## src/rtl/mc_core_pkg.sv

```systemverilog
// Shared encodings for the parametrised multicycle core: FSM states, opcodes
// and ALU operation selects.
package mc_core_pkg;

    localparam int unsigned DW_DEFAULT   = 8;
    localparam int unsigned AW_DEFAULT   = 8;
    localparam int unsigned NREG_DEFAULT = 4;
    localparam int unsigned IW           = 8;

    typedef enum logic [2:0] {
        ST_IDLE   = 3'd0,
        ST_FETCH  = 3'd1,
        ST_DECODE = 3'd2,
        ST_EXEC   = 3'd3,
        ST_MEM    = 3'd4,
        ST_WB     = 3'd5,
        ST_HALT   = 3'd6
    } state_e;

    typedef enum logic [2:0] {
        ALU_ADD  = 3'd0,
        ALU_SUB  = 3'd1,
        ALU_NAND = 3'd2,
        ALU_OR   = 3'd3,
        ALU_SHL  = 3'd4
    } alu_op_e;

    localparam logic [3:0] OP_LOAD  = 4'b0000;
    localparam logic [3:0] OP_HALT  = 4'b0001;
    localparam logic [3:0] OP_STORE = 4'b0010;
    localparam logic [3:0] OP_ADD   = 4'b0100;
    localparam logic [3:0] OP_BZ    = 4'b0101;
    localparam logic [3:0] OP_SUB   = 4'b0110;
    localparam logic [3:0] OP_NAND  = 4'b1000;
    localparam logic [3:0] OP_BNZ   = 4'b1001;
    localparam logic [3:0] OP_BPZ   = 4'b1101;

    // ORI and SHIFT decode on the low three bits only
    localparam logic [2:0] OP3_SHIFT = 3'b011;
    localparam logic [2:0] OP3_ORI   = 3'b111;

    function automatic logic is_alu_op(input logic [3:0] op);
        return (op == OP_ADD) || (op == OP_SUB) || (op == OP_NAND) ||
               (op[2:0] == OP3_ORI) || (op[2:0] == OP3_SHIFT);
    endfunction

endpackage

```

## src/rtl/mc_alu.sv

```systemverilog
// Combinational ALU: result plus negative/zero indications for the flag update.
module mc_alu
    import mc_core_pkg::*;
#(
    parameter int unsigned DW = DW_DEFAULT
) (
    input  logic [DW-1:0] in1,
    input  logic [DW-1:0] in2,
    input  alu_op_e       op,
    output logic [DW-1:0] out,
    output logic          n,
    output logic          z
);

    always_comb begin
        out = '0;
        unique case (op)
            ALU_ADD:  out = in1 + in2;
            ALU_SUB:  out = in1 - in2;
            ALU_NAND: out = ~(in1 & in2);
            ALU_OR:   out = in1 | in2;
            ALU_SHL:  out = in1 << in2;
            default:  out = '0;
        endcase
    end

    assign n = out[DW-1];
    assign z = (out == '0);

endmodule

```

## src/rtl/mc_core_param.sv

```systemverilog
// Parametrised multicycle core with req/ack memory port, HALT and run/step
// debug control. Register file, IR, PC and FSM live here; arithmetic in mc_alu.
module mc_core_param
    import mc_core_pkg::*;
#(
    parameter int unsigned DW   = DW_DEFAULT,
    parameter int unsigned AW   = AW_DEFAULT,
    parameter int unsigned NREG = NREG_DEFAULT
) (
    input  logic          clock,
    input  logic          reset,
    input  logic          run,
    input  logic          step,
    output logic          mem_req,
    output logic          mem_we,
    output logic [AW-1:0] mem_addr,
    output logic [DW-1:0] mem_wdata,
    input  logic          mem_ack,
    input  logic [DW-1:0] mem_rdata,
    output logic [AW-1:0] pc,
    output logic [2:0]    state,
    output logic          flag_n,
    output logic          flag_z,
    output logic          halted,
    output logic          retire,
    input  logic [1:0]    dbg_sel,
    output logic [DW-1:0] dbg_data
);

    state_e        state_q, state_d;
    logic [AW-1:0] pc_q, pc_d;
    logic [IW-1:0] ir_q, ir_d;
    logic [DW-1:0] a_q, a_d, b_q, b_d;
    logic [DW-1:0] alu_out_q, alu_out_d;
    logic [DW-1:0] r_q [NREG];
    logic [DW-1:0] r_d [NREG];
    logic          flag_n_q, flag_n_d, flag_z_q, flag_z_d;
    logic          mem_req_q, mem_req_d, mem_we_q, mem_we_d;
    logic [AW-1:0] mem_addr_q, mem_addr_d;
    logic [DW-1:0] mem_wdata_q, mem_wdata_d;
    logic          halted_q, halted_d, retire_q, retire_d;

    logic [DW-1:0] alu_in1_c, alu_in2_c, alu_res_c;
    alu_op_e       alu_op_c;
    logic          alu_n_c, alu_z_c;
    logic [1:0]    dest_c;
    logic [AW-1:0] br_off_c;
    logic          br_taken_c;
    logic          done_c;
    logic          xfer_c;

    // ORI always targets r1 with a zero-extended 5-bit immediate; SHIFT uses a 3-bit amount
    always_comb begin
        alu_in1_c = a_q;
        alu_in2_c = b_q;
        alu_op_c  = ALU_ADD;
        if (ir_q[2:0] == OP3_ORI) begin
            alu_in1_c = r_q[1];
            alu_in2_c = DW'(ir_q[7:3]);
            alu_op_c  = ALU_OR;
        end else if (ir_q[2:0] == OP3_SHIFT) begin
            alu_in2_c = DW'(ir_q[5:3]);
            alu_op_c  = ALU_SHL;
        end else if (ir_q[3:0] == OP_SUB) begin
            alu_op_c = ALU_SUB;
        end else if (ir_q[3:0] == OP_NAND) begin
            alu_op_c = ALU_NAND;
        end
    end

    mc_alu #(.DW(DW)) u_alu (
        .in1 (alu_in1_c),
        .in2 (alu_in2_c),
        .op  (alu_op_c),
        .out (alu_res_c),
        .n   (alu_n_c),
        .z   (alu_z_c)
    );

    assign dest_c   = (ir_q[2:0] == OP3_ORI) ? 2'd1 : ir_q[7:6];
    assign br_off_c = AW'($signed(ir_q[7:4]));
    assign xfer_c   = mem_req_q && mem_ack;

    always_comb begin
        unique case (ir_q[3:0])
            OP_BZ:   br_taken_c = flag_z_q;
            OP_BNZ:  br_taken_c = !flag_z_q;
            OP_BPZ:  br_taken_c = !flag_n_q;
            default: br_taken_c = 1'b0;
        endcase
    end

    // Next-state and registered-output logic
    always_comb begin
        state_d     = state_q;
        pc_d        = pc_q;
        ir_d        = ir_q;
        a_d         = a_q;
        b_d         = b_q;
        alu_out_d   = alu_out_q;
        r_d         = r_q;
        flag_n_d    = flag_n_q;
        flag_z_d    = flag_z_q;
        mem_req_d   = mem_req_q;
        mem_we_d    = mem_we_q;
        mem_addr_d  = mem_addr_q;
        mem_wdata_d = mem_wdata_q;
        halted_d    = halted_q;
        retire_d    = 1'b0;
        done_c      = 1'b0;

        unique case (state_q)
            ST_IDLE: begin
                if (run || step) begin
                    state_d    = ST_FETCH;
                    mem_req_d  = 1'b1;
                    mem_we_d   = 1'b0;
                    mem_addr_d = pc_q;
                end
            end
            ST_FETCH: begin
                if (xfer_c) begin
                    ir_d      = mem_rdata[IW-1:0];
                    mem_req_d = 1'b0;
                    state_d   = ST_DECODE;
                end
            end
            ST_DECODE: begin
                pc_d    = pc_q + AW'(1);
                a_d     = r_q[ir_q[7:6]];
                b_d     = r_q[ir_q[5:4]];
                state_d = ST_EXEC;
            end
            ST_EXEC: begin
                if (is_alu_op(ir_q[3:0])) begin
                    alu_out_d = alu_res_c;
                    flag_n_d  = alu_n_c;
                    flag_z_d  = alu_z_c;
                    state_d   = ST_WB;
                end else if (ir_q[3:0] == OP_LOAD || ir_q[3:0] == OP_STORE) begin
                    mem_req_d   = 1'b1;
                    mem_we_d    = (ir_q[3:0] == OP_STORE);
                    mem_addr_d  = b_q[AW-1:0];
                    mem_wdata_d = a_q;
                    state_d     = ST_MEM;
                end else if (ir_q[3:0] == OP_HALT) begin
                    halted_d = 1'b1;
                    state_d  = ST_HALT;
                end else begin
                    if (br_taken_c) begin
                        pc_d = pc_q + br_off_c;
                    end
                    done_c = 1'b1;
                end
            end
            ST_MEM: begin
                if (xfer_c) begin
                    mem_req_d = 1'b0;
                    mem_we_d  = 1'b0;
                    if (mem_we_q) begin
                        done_c = 1'b1;
                    end else begin
                        alu_out_d = mem_rdata;
                        state_d   = ST_WB;
                    end
                end
            end
            ST_WB: begin
                r_d[dest_c] = alu_out_q;
                done_c      = 1'b1;
            end
            ST_HALT: begin
                state_d = ST_HALT;
            end
            default: begin
                state_d = ST_IDLE;
            end
        endcase

        // Retirement: the next fetch launches at once when free-running
        if (done_c) begin
            retire_d = 1'b1;
            if (run) begin
                state_d    = ST_FETCH;
                mem_req_d  = 1'b1;
                mem_we_d   = 1'b0;
                mem_addr_d = pc_d;
            end else begin
                state_d = ST_IDLE;
            end
        end
    end

    always_ff @(posedge clock or posedge reset) begin
        if (reset) begin
            state_q     <= ST_IDLE;
            pc_q        <= '0;
            ir_q        <= '0;
            a_q         <= '0;
            b_q         <= '0;
            alu_out_q   <= '0;
            for (int unsigned i = 0; i < NREG; i++) begin
                r_q[i] <= '0;
            end
            flag_n_q    <= 1'b0;
            flag_z_q    <= 1'b0;
            mem_req_q   <= 1'b0;
            mem_we_q    <= 1'b0;
            mem_addr_q  <= '0;
            mem_wdata_q <= '0;
            halted_q    <= 1'b0;
            retire_q    <= 1'b0;
        end else begin
            state_q     <= state_d;
            pc_q        <= pc_d;
            ir_q        <= ir_d;
            a_q         <= a_d;
            b_q         <= b_d;
            alu_out_q   <= alu_out_d;
            r_q         <= r_d;
            flag_n_q    <= flag_n_d;
            flag_z_q    <= flag_z_d;
            mem_req_q   <= mem_req_d;
            mem_we_q    <= mem_we_d;
            mem_addr_q  <= mem_addr_d;
            mem_wdata_q <= mem_wdata_d;
            halted_q    <= halted_d;
            retire_q    <= retire_d;
        end
    end

    assign mem_req   = mem_req_q;
    assign mem_we    = mem_we_q;
    assign mem_addr  = mem_addr_q;
    assign mem_wdata = mem_wdata_q;
    assign pc        = pc_q;
    assign state     = state_q;
    assign flag_n    = flag_n_q;
    assign flag_z    = flag_z_q;
    assign halted    = halted_q;
    assign retire    = retire_q;
    assign dbg_data  = r_q[dbg_sel];

endmodule

```

## config.mk

```make
export PLATFORM = sky130hd
export DESIGN_NAME = mc_core_param
export DESIGN_NICKNAME = d
export VERILOG_FILES = /design/src/rtl/mc_core_pkg.sv /design/src/rtl/mc_alu.sv /design/src/rtl/mc_core_param.sv
export SDC_FILE = /design/constraint.sdc
export NUM_CORES = 1
export LEC_CHECK = 0
export ABC_AREA = 1
export CAP_MARGIN = 20
export CORE_MARGIN = 2
export CORE_UTILIZATION = 59
export DETAILED_ROUTE_END_ITERATION = 10
export PLACE_DENSITY = 0.82
export RECOVER_POWER = 100
export REMOVE_ABC_BUFFERS = 1
export SETUP_SLACK_MARGIN = 0.3
export SLEW_MARGIN = 30
export SYNTH_ARGS = -nofsm -noshare
export SYNTH_HDL_FRONTEND = slang
export SYNTH_SLANG_ARGS = --single-unit
```

## constraint.sdc

```tcl
create_clock -name clock -period 3.5 [get_ports clock]
set_clock_uncertainty 0.05 [all_clocks]
set_input_delay 0.7 -clock clock [delete_from_list [all_inputs] [get_ports clock]]
set_output_delay 0.7 -clock clock [all_outputs]
set_load 0.02 [all_outputs]
```

# Word-level counts from Yosys, hierarchy flattened
# Index checks and enable logic that the tools add are counted.
# totals
ff_bits,97
inputBits,15
output_inout_bits,41
elab_cells,156
# classes
n_addsub,4
magnitude_cmp,5
n_eq_ne,29
shift,1
mux,68
bitwise_logic,9
n_reduce_logical,22
# ops
operator,count
$mux 8,22
$bmux 8 s2,3
$pmux 8 s2,3
$pmux 8 s5,1
$bwmux 32,1
$mux 3,10
$pmux 3 s7,1
$mux 1,19
$add 8x8->8,2
$demux 8 s2,1
$eq 3x2->1 const B,5
$eq 3x3->1 const B,5
$eq 4x3->1 const B,3
$eq 4x4->1 const B,3
$ge 3x3->1 const B,4
$ne 3x3->1 const B,4
$not 2->3,4
$pmux 1 s3,4
$add 8x1->8 const B,1
$and 8x8->8,1
$logic_not 8->1,1
$ne 2x2->1 const B,4
$not 8->8,1
$or 8x8->8,1
20 further kinds,34

# Depth between registers and ports, before layout
# depth
word_depth,9
ltp_mapped,22

# Hierarchy
# Synthesis repeated with hierarchy kept, for this count alone.
# hier_totals
hier_cells,995
area_unflattened_um2,6722.7
# by_module_without_submodules
mod,n_inst,cells_per_inst,area_per_inst_um2,seq_area_each_um2
mc_core_param,1,767,5552.8,2427.3
mc_alu,1,228,1169.9,0.0

# Worst setup path before layout
# Ideal clock, no wire load.
# synth_timing
path_kind,reg-to-reg
startpoint,reg ir_q[0]
endpoint,reg alu_out_q[7]
setup_time_ps,116
arrival_ps,2490
slack_ps,844
path_stages_with_launch,22
synth_period_minus_slack_ps,2656
cell_sequence,dfrtp_1 -> buf_6 -> nand2_4 -> nand2_1 -> nand2_2 -> nand2_2 -> nor2_2 -> nand2_1 -> nand2_1 -> a21oi_1 -> xor2_1 -> ha_1 -> nand2_1 -> o21ai_0 -> nor2_1 -> a21boi_2 -> nor2_1 -> nor2_1 -> nor2_2 -> nand2_1 -> nand2_1 -> nand2_1
# synth_between
elab_chain_len,9
# synth_lines
element,line,source
from (decl),mc_core_param.sv:32,"logic [IW-1:0] ir_q, ir_d;"
from (signal assigned),mc_core_param.sv:216,ir_q <= ir_d;
branches (longest 9 deep; another with $sub 8x8->8),n/a,
to (signal assigned),mc_core_param.sv:219,alu_out_q <= alu_out_d;
to (decl),mc_core_param.sv:34,"logic [DW-1:0] alu_out_q, alu_out_d;"
# Several ways; the timed one is not identified. The select of a mux whose other input is x is not followed.
# A chain may end at the register's enable or synchronous reset.

# Worst setup path after layout
# layout_timing
startpoint,in dbg_sel[1]
endpoint,out dbg_data[6]
# layout_between
elab_chain_len,4
# layout_lines
element,line,source
from (decl),mc_core_param.sv:26,"input logic [1:0] dbg_sel,"
$not 2->3 (implied by the code),mc_core_param.sv:242,assign dbg_data = r_q[dbg_sel];
$bmux 8 s2,mc_core_param.sv:242,
$mux 8 (implied by the code) (2 in series),mc_core_param.sv:242,
to (decl),mc_core_param.sv:27,output logic [DW-1:0] dbg_data
# No other way between the ends. The select of a mux whose other input is x is not followed.

==> results by group <==
Finish
  • Area grow syn2layout: 14.4%
  • Fin nets: roughly 1,000
  • Share of layout cells above drive strength 1: 8.29%
  • Antenna cell count: 0

GRT
  • All-layer global routing usage: about a third
  • First-pass GRT wire length: 31.4 mm
  • Vias in the first global route: about 6,100
  • Initial antenna violation count: 0
  • Largest net degree at the start of global routing: 53
  • Global route overflow: 0

Floorplanning
  • Die height: approximately 110 um
  • I/O pins: 56
  • Initial Utilization: roughly three fifths
  • Die W: roughly 110 um
  • Std cell rows: 38
  • Die ar.: 11,900 um2
  • CORE AREA: approximately 11,000 um2

Power
  • Power Density: about 1100 nW/um2
  • Pint: around 0.0038 W
  • Sw frac: between 50% and 60%
  • Leak pwr: ~3.6 nW
  • Clock network power share: a little under a tenth
  • Switch Pwr: about 0.0045 W
  • Peak supply drop: approximately 0.9 mV
  • Share of power burned in registers: between 20% and 30%
  • Comb power frac: between 60% and 70%

Detailed routing
  • Vias: between 6,000 and 7,000
  • Vias per Instance: 6.00
  • Antenna viol nets, final: 0
  • Routed WL per cell: roughly 18 um
  • Final WL: a little under 20 mm
  • DR pass1 iterations: 5
  • DR iter-0 viols: around 640
  • DRC violations left: 0

Timing
  • Final Max Slew Viols: 46
  • Final Hold Viols: 0
  • Hold WS: roughly 440 ps
  • Final Setup Violations: 0
  • Unrepaired setup endpoints after global routing: yes
  • Rel. slew slack: -40.7%
  • Min Tclk post-route: ~3300 ps
  • Tcrit/Tclk final: 94.2%
  • TNS Setup: 0 ps
  • Worst-margin pin slew: about 2100 ps
  • Peak Freq: 303 MHz

Clocking
  • Worst-path clk slew: 110 ps
  • Worst-skew pair later-pin latency: 390 ps
  • Root buf cell: clkbuf_8
  • Clock Path Buffers: 2
  • H-Tree Depth: 3
  • Total CTS buffers: 9
  • Hold buffers post-CTS: 0
  • CTS tree: done
  • # clock sinks: between 90 and 100

Worst hold path
  • Hold Path Depth: 2
  • Worst Min Path Start: mem_wdata[4]
  • WHS Endpoint: mem_wdata[4]
  • Hold Path Class: register to register

Setup path
  • Critical path arrival: 2550 ps
  • Reg2reg end: alu_out_q[7]
  • Reg2Reg Depth: 20
  • Type of the worst setup path: input port to output port
  • Max FO, Critical Path: 16
  • CP startpoint kind: input port
  • Cell at the slowest stage of the critical path: dlygate4sd3_1
  • Launch point of the worst reg-to-reg path: ir_q[1]
  • FF-to-FF setup slack: around 340 ps
  • Worst-path cell chain: dlygate4sd3_1, inv_1, o21ai_0, a21oi_1, a21oi_1, dlygate4sd3_1
  • Worst endpoint required time: ~2800 ps
  • Critical path's largest stage delay: 650 ps
  • Critical Path Sink Type: output port

Status
  • Violated checks: capacitance limit, slew limit
  • Status: finished with violations

Yosys
  • Post-synth top flop: dfrtp_1
  • Post-Syn Area: approximately 6500 um2
  • EDFF count, synth: 0
  • Async SR Flop Fraction: 100%
  • Number of synthesis warnings: 0
  • Distinct cells, synth: 50
  • Syn Area/Cell: slightly above 7 um2
  • Yosys reg bits: a little under 100
  • Seq/Total Area, Yosys: between 30% and 40%
  • Syn Inst Count: ~910

Placement
  • Routability cong.: just over 1
  • IO Port Bufs: 55
  • Post-DP HPWL: 14.4 mm

Job
  • Max Cap Violations: 1
power groups by stage:
| stage | Clock (W) | Combinational (W) | Sequential [W] |
|---|---|---|---|
| floorplan | 0 | 0.00351 | 0.00213 |
| global route | 0.000824 | 0.00612 | 0.00201 |
| detailed placement | 0 | 0.00539 | 0.00196 |
| global placement | 0 | 0.00533 | 0.00196 |
| finish | 0.000781 | 0.00551 | 0.00196 |
| CTS | 0.000780 | 0.00543 | 0.00195 |
how the worst max path moves through the flow:
stage                         to       start  slack [ps]  depth (start not counted)
finish               dbg_data[6]  dbg_sel[1]         200                          6
global route        alu_out_q[7]     ir_q[3]         100                         17
CTS                  dbg_data[2]  dbg_sel[0]         290                          6
detailed placement   dbg_data[3]  dbg_sel[0]         220                          6
global placement     dbg_data[3]  dbg_sel[0]         220                          6
floorplan           alu_out_q[7]     ir_q[0]         190                         19
cell usage in the layout (no fill, tap or decap), types with 2 or more instances in the layout:
master           count
xnor2_1              2
a21boi_0             2
dfrtp_1             94
nand3_2              2
dlygate4sd2_1        2
a31oi_1              3
buf_12               2
nor4_1               2
fa_1                 2
a21oi_1             83
clkbuf_1             6
clkinv_2             2
nand2_1            215
nand3_1             59
o21ai_2              4
inv_1               86
o211ai_1            13
inv_6                2
inv_2                3
nor2_2               4
and2_1               2
nand2_2              7
o21ai_1              7
dfrtp_2              3
clkinvlp_4           3
nor3_1               2
ha_1                14
or2_2                2
nand4_1             15
buf_4               23
o22ai_1              8
clkbuf_8             9
o21ai_0            148
dlygate4sd3_1       39
xor2_1               8
nor2_1              59
nor2_4               3
clkdlybuf4s50_1     11
o221ai_1             2
area by class of cell:
type | instances | area [um2]
Sequential cell | 97 | 2430
Tap cell | 140 | 175
Timing Repair Buffer | 85 | 771
Multi-Input combinational cell | 686 | 3510
Clock buffer | 9 | 124
Clock inverter | 7 | 76.3
Fill cell | 903 | 3350
Inverter | 92 | 350
Timing Repair inverter | 1 | 7.51
cell usage after synthesis, types with 7 or more instances:
library cell,instances,area share [%]
nand2_1,213,12
o21ai_0,144,11
dfrtp_1,97,37
a21oi_1,83,6.4
inv_1,83,4.8
nand3_1,59,4.5
nor2_1,57,3.3
clkbuf_1,23,1.3
nand4_1,15,1.4
ha_1,14,2.7
o211ai_1,13,1.5
o21ai_1,11,0.85
inv_2,8,0.46
nand2_2,8,0.77
o22ai_1,8,0.77
xor2_1,8,1.1
buf_6,7,1.2
per-layer routing:
metal	vias to the layer above	wire, um	GRT usage [%]
li1	3201	-	-
met1	3122	8290	48.7
met4	0	685	14.8
met2	327	9020	53.4
met5	-	0	0
met3	54	1800	5.14
cell families (layout without fill, tap and decap cells):
kind of cell / count (synthesis) / after routing / synth area share (%)
AND/OR/NAND/NOR: 380 / 380 / 25.9
AO/OA/AOI/OAI: 279 / 279 / 23.4
buffers and inverters: 130 / 194 / 8.58
flip-flops: 97 / 97 / 37.3
adder cells (fa/ha/maj): 16 / 16 / 3.31
XOR/XNOR: 10 / 10 / 1.35
multiplexers: 1 / 1 / 0.173
critical path: cells and delay by family:
| family | cells | cell delay [ps] |
|---|---|---|
| buf+inv | 3 | 1500 |
| compound gates | 3 | 350 |
metrics by stage:
step	util, %	area, um2	std cells	power, W	setup slack, ps
6_report	69.0	7450	1117	0.00825	202
5_1_grt	69.0	7450	1117	0.00896	96.2
4_1_cts	68.7	7410	1109	0.00816	292
3_5_place_dp	66.6	7190	1090	0.00736	217
3_3_place_gp	66.6	7190	1090	0.00730	222
2_1_floorplan	-	6290	875	0.00564	193
timing repair:
| item | 4_1_cts | 5_1_grt |
|---|---|---|
| gates cloned | 0 | 1 |
| endpoints found under the setup margin | 4 | 13 |
| resized for setup | 3 | 10 |
| setup buffers | 3 | 7 |
| pin swaps | 0 | 3 |
registers in the layout, indices dropped and copies added, names as in the netlist, 8 cells and up:
name,flops
a_q,8
alu_out_q,8
pc,8
mem_wdata,8
mem_addr,8
ir_q,8
r_q,32
b_q,8
(Power assumes the default switching activity.)
